`src/rtl/restoring_divider_pkg.sv`:
```
// Shared arithmetic definitions: FSM state encoding and default operand widths
// used by the divider and the accumulator datapath that feeds it.
package restoring_divider_pkg;

    localparam int DW_DEFAULT = 25;
    localparam int VW_DEFAULT = 12;

    typedef enum logic [1:0] {
        IDLE = 2'd0,
        RUN  = 2'd1,
        DONE = 2'd2
    } div_state_t;

endpackage

```
`src/rtl/restoring_divider_div_step.sv`:
```
// One restoring-division step: shift in the next dividend bit, trial-subtract
// the divisor, and keep the difference only when it does not go negative.
module div_step #(
    parameter int VW = restoring_divider_pkg::VW_DEFAULT
) (
    input  logic [VW:0]   part_rem,
    input  logic          next_bit,
    input  logic [VW-1:0] divisor,
    output logic [VW:0]   new_rem,
    output logic          q_bit
);

    localparam int RW = VW + 1;

    logic [VW+1:0] shifted;

    // The shifted value is one bit wider than the partial remainder so the
    // trial compare is exact even before the remainder is reduced.
    always_comb begin
        shifted = {part_rem, next_bit};
        q_bit   = (shifted >= {2'b00, divisor});
        new_rem = q_bit ? RW'(shifted - {2'b00, divisor}) : shifted[VW:0];
    end

endmodule

```
`src/rtl/restoring_divider.sv`:
```
// Sequential unsigned restoring divider: one quotient bit per clock, MSB first,
// with results held on registered outputs until the next operation completes.
module restoring_divider #(
    parameter int DW = restoring_divider_pkg::DW_DEFAULT,
    parameter int VW = restoring_divider_pkg::VW_DEFAULT
) (
    input  logic          clk,
    input  logic          rst,
    input  logic          start,
    input  logic [DW-1:0] dividend,
    input  logic [VW-1:0] divisor,
    output logic [DW-1:0] quotient,
    output logic [VW-1:0] remainder,
    output logic          busy,
    output logic          done,
    output logic          div_by_zero
);

    import restoring_divider_pkg::*;

    localparam int CW = (DW > 1) ? $clog2(DW) : 1;

    div_state_t    state, next_state;
    logic [DW-1:0] work;
    logic [VW-1:0] div_reg;
    logic [VW:0]   part_rem;
    logic [CW-1:0] cnt;
    logic [VW:0]   step_rem;
    logic          step_q;

    // Dividend bits shift out of the top of work while quotient bits shift in
    // at the bottom, so after DW steps work holds the full quotient.
    div_step #(.VW(VW)) u_step (
        .part_rem (part_rem),
        .next_bit (work[DW-1]),
        .divisor  (div_reg),
        .new_rem  (step_rem),
        .q_bit    (step_q)
    );

    always_ff @(posedge clk) begin
        if (rst) state <= IDLE;
        else     state <= next_state;
    end

    always_comb begin
        next_state = state;
        case (state)
            IDLE:    if (start) next_state = (divisor == '0) ? DONE : RUN;
            RUN:     if (cnt == '0) next_state = DONE;
            DONE:    next_state = IDLE;
            default: next_state = IDLE;
        endcase
    end

    always_ff @(posedge clk) begin
        if (rst) begin
            work        <= '0;
            div_reg     <= '0;
            part_rem    <= '0;
            cnt         <= '0;
            quotient    <= '0;
            remainder   <= '0;
            div_by_zero <= 1'b0;
        end else begin
            case (state)
                IDLE: begin
                    if (start) begin
                        work     <= dividend;
                        div_reg  <= divisor;
                        part_rem <= '0;
                        cnt      <= CW'(DW - 1);
                        // A zero divisor skips RUN and publishes its result immediately.
                        if (divisor == '0) begin
                            quotient    <= '1;
                            remainder   <= dividend[VW-1:0];
                            div_by_zero <= 1'b1;
                        end else begin
                            div_by_zero <= 1'b0;
                        end
                    end
                end
                RUN: begin
                    work     <= {work[DW-2:0], step_q};
                    part_rem <= step_rem;
                    cnt      <= cnt - CW'(1);
                    if (cnt == '0) begin
                        quotient  <= {work[DW-2:0], step_q};
                        remainder <= step_rem[VW-1:0];
                    end
                end
                default: ;
            endcase
        end
    end

    assign busy = (state == RUN);
    assign done = (state == DONE);

endmodule

```
`config.mk`:
```
export PLATFORM = sky130hd
export DESIGN_NAME = restoring_divider
export DESIGN_NICKNAME = d
export VERILOG_FILES = /design/src/rtl/restoring_divider_pkg.sv /design/src/rtl/restoring_divider_div_step.sv /design/src/rtl/restoring_divider.sv
export SDC_FILE = /design/constraint.sdc
export NUM_CORES = 1
export LEC_CHECK = 0
export ABC_AREA = 0
export BUFFER_PORTS_ARGS = -buffer_cell sky130_fd_sc_hd__buf_2
export CORE_ASPECT_RATIO = 1.75
export CORE_MARGIN = 8
export CORE_UTILIZATION = 50
export DETAILED_ROUTE_END_ITERATION = 10
export PLACE_DENSITY = 0.76
export SLEW_MARGIN = 10
export SYNTH_ARGS = -nofsm -noshare
export SYNTH_HDL_FRONTEND = slang
export SYNTH_SLANG_ARGS = --single-unit
```
`constraint.sdc`:
```
create_clock -name clk -period 2.3 [get_ports clk]
set_input_delay 0.46 -clock clk [delete_from_list [all_inputs] [get_ports clk]]
set_output_delay 0.46 -clock clk [all_outputs]
set_load 0.005 [all_outputs]
```
==> results of run 1 <==
## metal layers
layer,global-route usage (%),vias to the layer above,wire length (um)
met3,4.19,45,688
met1,21.9,2035,4970
met5,0,-,0
met4,11.0,0,568
li1,-,2114,-
met2,36.8,142,6820
## how the worst max path moves through the flow
stage                     startpoint  slack [ps]       endpoint  depth (start not counted)
after global routing        work[24]        -330   remainder[8]                         12
after global placement      work[24]         -80   remainder[3]                         11
after CTS                   work[24]         -70   remainder[8]                         12
after floorplan             work[24]         -10   remainder[6]                         11
final                       work[24]        -220   remainder[8]                         12
after detailed placement    work[24]        -180  remainder[11]                         12
## cell usage in the layout (no fill, tap or decap), drive strengths merged, types with 4 or more instances in the layout
cell / netlist / final
nand3: 5 / 5
a211oi: 30 / 30
nor2: 81 / 81
ha: 14 / 14
inv: 19 / 21
o21ai: 19 / 19
mux2i: 10 / 10
a311oi: 27 / 27
dfxtp: 95 / 95
clkbuf: 21 / 10
xnor2: 7 / 7
nor4: 5 / 5
a21oi: 33 / 33
nand2: 105 / 105
buf: 17 / 124
o21bai: 5 / 5
nor3: 8 / 8
a211o: 4 / 4
xor2: 5 / 5
## power by group
| part | internal, mW | switching [mW] | total (mW) |
|---|---|---|---|
| logic | 1.50 | 1.73 | 3.23 |
| registers | 1.84 | 0.140 | 1.98 |
| clock network | 0.851 | 0.645 | 1.50 |
## cell type report
cell class                 count  area [um2]  area share, %
sequential                    95        1900           33.3
clock buffer                  10         229           4.00
tap                          117         146           2.56
multi-input combinational    395        2550           44.5
clock inverter                 6        68.8           1.20
inverter                      19        71.3           1.25
timing repair buffer         124         757           13.2
## tightest hold or removal path, cell delays in order
cell	delay (ps)
buf_2	100
nand2_1	50
a21oi_1	50
## what timing repair did
action,CTS,global route
endpoints found under the setup margin,22,24
buffers inserted,6,2
pin swaps,19,9
resized for setup,27,26
## per-stage QoR
step | hold slack [ps] | worst slack, ps | cells
floorplan | 425 | -14.6 | 547
global placement | 437 | -82.6 | 742
detailed placement | 446 | -176 | 742
CTS | 355 | -71.4 | 764
global route | 365 | -333 | 766
finish | 364 | -220 | 766
## cells by family after synthesis
logic type / Yosys count / share of synthesized area [%]
AOI/OAI and AO/OA: 142 / 23.0
muxes: 10 / 2.25
adders and majority gates: 15 / 4.38
buffers and inverters: 57 / 5.20
DFF: 95 / 42.7
and+or+nand+nor: 216 / 20.1
xor gates and xnor gates: 12 / 2.36
==> metrics.cfg, run 1 <==
[run_status]
outcome = complete, but fails checks
violations = setup timing

[synth]
avgSynthCellArea_um2 = 8.14
synth_cell_types = 54
synthCells = 547
synth_area_leaders = dfxtp_1 43%, nand2_1 8.8%, nor2_1 6.7%, a311oi_1 5.3%, a211oi_1 4.7%
ys_ff_latch = 95
synth.most_common_cell = nand2_1
yosys.area.top_type_share_pct = 42.7
synth_area_leader_cell = dfxtp_1
ys_warn_count = 0
seq_area_frac_synth_pct = 42.7
synth_area_um2 = 4450
synth_ff_type = dfxtp_1
syn_nets = 602
synth_edf_count = 0
ys_top_cells_by_count = 104 x nand2_1, 95 x dfxtp_1, 80 x nor2_1
async_reset_ff_share_pct = 0

[timing]
rsz0062_at_grt = yes
drv_slew = 0
setup_viol = 19
finalWorstSetupSlack_ps = -220
finalHoldViolations = 0
fmax_mhz = 397
clock_skew_ps = 6.90
fin_tns_setup_ps = -1830
period_share_pct = 110
slew_headroom_pct = 47.7
tightest_slew_ps = 785
min_period_ps = 2520

[setup_path]
startpoint_type = register
crit_family = compound AO/OA/AOI/OAI gates
crit_path_cell_trace = inv_2, ha_4, inv_2, fa_2, a211oi_2, o21bai_1, buf_4, a211oi_2, o21bai_1, xor2_1, mux2i_2, a221oi_2
r2r_slack_ps = -220
cpMaxStageDelayCell = fa_2
max_stage_delay_ps = 340
crit_fanout = 3
arrival_ps = 2770
path_class = register to register
r2r_start = work[24]
reg2reg_to = remainder[8]
end_kind = register
path_buf_inv = 3
reg2reg_depth = 12
critPathRequiredTime_ps = 2550

[global_routing]
grt_max_degree = 45
track_usage_pct = 20.7
overflow = 0
grt_pass1_wl_um = 20100
antenna_found_initial = 0
grt_pass1_vias = 4235

[min_path]
worstHoldPathType = primary input to register
hold-path-cell-count = 3
worstHoldStart = divisor[6]
worstHoldEndpoint = div_reg[6]

[finish]
top_regs = quotient (25), work (25), part_rem (13)
final_area_um2 = 5730
utilization_pct = 66.0
fillers = 714
antenna_cells = 0
syn_to_final_growth_pct = 28.6
drive_gt1_share_pct = 28.8
nets = 699

[power_and_ir_drop]
powerDensity_nw_per_um2 = 1170
p_leak_nw = 2.37
p_total_mw = 6.70
vdd.ir_drop.worst_mv = 0.649

[clock_network]
clkSinkCount = 95
cts_hold_buf = 0
cts-root-buf = clkbuf_16
cts_buffer_depth = 2
clkSlewWorstSetupHoldPaths_ps = 60
cts_tree = done
htree_levels = 3
cts_buffers = 9
clkLatencyLatePin_ps = 340

[die]
die_w_um = 87.4
core_um2 = 8670
die_area_um2 = 12300
die_h_um = 141
pin_count = 80
row_count = 45
start_util_pct = 51.4

[drt]
wl_per_cell_um = 17.0
postRouteWirelength_um = 13100
num_vias = 4336
first_iter_violations = 258
first_pass_iters = 4
ant_nets = 0
drc_errors = 0
routed_via_density = 5.66

[placed_design]
gp_congestion = 0.956
hpwlAfterDp_um = 9140
io_buffers = 79
place_area_um2 = 5140

[run]
cap_violations = 0

Note: power is estimated with default switching activity, not from simulation.
==> run 2: changes to the inputs <==
--- a/config.mk
+++ b/config.mk
@@ -5,13 +5,13 @@
 export SDC_FILE = /design/constraint.sdc
 export NUM_CORES = 1
 export LEC_CHECK = 0
-export ABC_AREA = 0
+export ABC_AREA = 1
 export BUFFER_PORTS_ARGS = -buffer_cell sky130_fd_sc_hd__buf_2
 export CORE_ASPECT_RATIO = 1.75
 export CORE_MARGIN = 8
-export CORE_UTILIZATION = 50
+export CORE_UTILIZATION = 45
 export DETAILED_ROUTE_END_ITERATION = 10
-export PLACE_DENSITY = 0.76
+export PLACE_DENSITY = 0.69
 export SLEW_MARGIN = 10
 export SYNTH_ARGS = -nofsm -noshare
 export SYNTH_HDL_FRONTEND = slang
==> metrics.cfg, run 2 <==
[timing]
period_share_pct = 92.5  ; -17 points
clock_skew_ps = 8.92  ; +2.02 ps
tightest_slew_ps = 516  ; -269 ps
fmax_mhz = 470  ; +18%
slew_headroom_pct = 65.6  ; +18 points
min_period_ps = 2130  ; -393 ps
rsz0062_at_grt = yes
setup_viol = 0  ; -19
finalHoldViolations = 0  ; unchanged
fin_tns_setup_ps = 0  ; +1830 ps
drv_slew = 0  ; unchanged

[power_and_ir_drop]
intPower_mw = 4.73  ; +13%
p_clk_share_pct = 17.3  ; -5.0 points
powerDensity_nw_per_um2 = 1540  ; +31%
power_frac_seq_pct = 29.1  ; -0.4 points
switching_power_mw = 4.04  ; +61%
p_total_mw = 8.76  ; +31%
p_comb_share_pct = 53.6  ; +5.4 points
power.share.switching_pct = 46.1  ; +8.6 points
p_leak_nw = 2.98  ; +26%
vdd.ir_drop.worst_mv = 1.09  ; +68%

[clock_network]
cts_buffers = 9  ; unchanged
cts-root-buf = clkbuf_16
cts_tree = done
htree_levels = 3  ; unchanged
post_cts_buffers = 0  ; -6
clkSlewWorstSetupHoldPaths_ps = 60  ; about the same
clkLatencyLatePin_ps = 340  ; about the same
clkSinkCount = 95  ; unchanged
cts_buffer_depth = 2  ; unchanged

[finish]
top_regs = quotient (25), work (25), part_rem (13)
regArea_um2 = 1900  ; -0.13%
fillers = 1091  ; +53%
final_cell_mix = 169 x nand2_1, 100 x inv_1, 95 x dfxtp_1
antenna_cells = 0  ; unchanged
multiInputGateArea_um2 = 2400  ; -6.0%
layout_commonest_cell = nand2_1
syn_to_final_growth_pct = 18.7
nets = 857  ; +23%
drive_gt1_share_pct = 15.4  ; -13 points

[synth]
syn_nets = 785  ; +30%
synth_area_um2 = 4800  ; +7.7%
yosys.area.top_type_share_pct = 39.6  ; -3.1 points
synth_compound_area_share_pct = 16.1  ; -6.9 points
ys_ff_latch = 95  ; unchanged
synth_edf_count = 0  ; unchanged
synth.most_common_cell = nand2_1
synth_top_family_by_area = simple AND/OR/NAND/NOR gates
synth-xor-area-share_pct = 0.730  ; -1.6 points
synth_ff_type = dfxtp_1
yosys.area_share.adder_pct = 4.07  ; -0.31 points
synth_area_leader_cell = dfxtp_1
synth_cell_types = 30  ; -44%
synthCells = 730  ; +33%
yosys.area_share.simple_pct = 28.3  ; +8.2 points
seq_area_frac_synth_pct = 39.6  ; -3.1 points
synthMuxAreaShare_pct = 0  ; -2.2 points
avgSynthCellArea_um2 = 6.57  ; -19%
ys_warn_count = 0  ; unchanged
ys_top_cells_by_count = 169 x nand2_1, 100 x inv_1, 95 x dfxtp_1, 95 x nor2_1, 64 x o21ai_0
synth_area_leaders = dfxtp_1 40%, nand2_1 13%, inv_1 7.8%, nor2_1 7.4%, o21ai_0 6.7%
async_reset_ff_share_pct = 0  ; unchanged

[drt]
wl_per_cell_um = 15.2  ; -11%
routed_via_density = 5.17  ; -8.6%
first_pass_iters = 5  ; +1
ant_nets = 0  ; unchanged
first_iter_violations = 189  ; -27%
num_vias = 4842  ; +12%
drc_errors = 0  ; unchanged
postRouteWirelength_um = 14200  ; +9.0%

[die]
die_h_um = 153  ; +8.3%
start_util_pct = 45.4  ; -6.0 points
die_w_um = 94.1  ; +7.7%
row_count = 50  ; +11%
core_um2 = 10600  ; +22%
die_area_um2 = 14400  ; +17%
pin_count = 80  ; unchanged

[run_status]
outcome = finished clean

[placed_design]
io_buffers = 79  ; unchanged
gp_congestion = 0.931  ; -2.6%
hpwlAfterDp_um = 10800  ; +18%

[global_routing]
antenna_found_initial = 0  ; unchanged
track_usage_pct = 20.1  ; -0.55 points
grt_max_degree = 64  ; +42%
grt_pass1_wl_um = 23000  ; +14%
overflow = 0  ; unchanged
grt_pass1_vias = 4844  ; +14%

[setup_path]
end_kind = register
max_stage_delay_ps = 380  ; +40 ps
crit_path_frequent_cell = nand2_1
crit_fanout = 10  ; +7
critPathRequiredTime_ps = 2540  ; about the same
arrival_ps = 2370  ; -400 ps
startpoint_type = register
cpMaxStageDelayCell = fa_2
path_class = register to register
crit_path_cell_trace = inv_1, ha_1, inv_1, fa_2, nand2_1, nand2_1, nand3_1, nand2_1, nand2_1, nand3_4, buf_6, nand3_1, nand3_2, nand2_1, inv_1

[min_path]
worstHoldPathType = primary input to register

[run]
cap_violations = 0  ; unchanged

==> run 2: cell types whose count changed in the layout (fill, tap and decap cells not counted), sizes merged, moves of 29 or more <==
cell / change
nand2: +64
buf: -29
nand3: +50
a211oi: -29
o21ai: +47
inv: +84
==> run 2: stage by stage <==
| stage | instances | instance area [um2] | utilization [%] | setup WS (ps) | hold slack [ps] |
|---|---|---|---|---|---|
| floorplan | 730 | 4800 | - | 366 | 422 |
| CTS | 935 | 5660 | 53.5 | 48.1 | 404 |
| detailed placement | 920 | 5360 | 50.7 | 65.6 | 443 |
| global route | 936 | 5700 | 53.9 | -10.1 | 423 |
| finish | 936 | 5700 | 53.9 | 173 | 408 |
| global placement | 920 | 5360 | 50.7 | 134 | 438 |
==> run 2: worst paths after layout <==
kind | start | end | slack (ps) | cells after the start
hold reg to reg | cnt[0] | cnt[0] | 450 | 1
hold / removal | dividend[18] | work[18] | 410 | 3
setup / recovery | work[24] | remainder[1] | 170 | 15
setup reg to reg | work[24] | remainder[1] | 170 | 15
==> run 2: worst max-delay path: cells and delay by family, from the launching register on <==
kind | cells | cell delay (ps)
adder cells (fa/ha/maj) | 2 | 510
buffers and inverters | 4 | 330
flip-flops | 1 | 320
AND/OR/NAND/NOR | 9 | 870
==> run 2: kinds of logic after synthesis <==
| kind of cell | Yosys count |
|---|---|
| buffers and inverters | 140 |
| DFF | 95 |
| and+or+nand+nor | 332 |
| xor gates and xnor gates | 4 |
| adders and majority gates | 15 |
| AOI/OAI and AO/OA | 144 |
==> run 2: routing by layer <==
layer  vias to the layer above  track usage, %  share of wire, %  wire length [um]
met1                      2223            20.6                38              5430
met5                         -               0                 0                 0
met2                       107            35.2                53              7510
li1                       2469               -                 -                 -
met4                         0            14.7               6.1               875
met3                        43            3.31               3.0               420
==> run 2: layout make-up <==
cell class | instances | area share [%]
Tap cell | 130 | 2.85
Clock inverter | 2 | 0.681
Inverter | 105 | 6.92
Clock buffer | 13 | 4.57
Sequential cell | 95 | 33.4
Multi-Input combinational cell | 496 | 42.1
Timing Repair Buffer | 95 | 9.55
==> run 2: power groups by stage <==
stage | clock (mW) | combinational [mW] | sequential [mW]
after floorplan | 0 | 3.10 | 2.49
after global placement | 0 | 4.46 | 2.56
after detailed placement | 0 | 4.51 | 2.57
after CTS | 1.55 | 4.53 | 2.54
after global routing | 1.62 | 5.30 | 2.61
final | 1.52 | 4.69 | 2.55
==> run 2: what timing repair did <==
| action | CTS | global route |
|---|---|---|
| gates resized for setup | 0 | 8 |
| setup endpoints to repair | 0 | 25 |
| hold buffers | 0 | 0 |
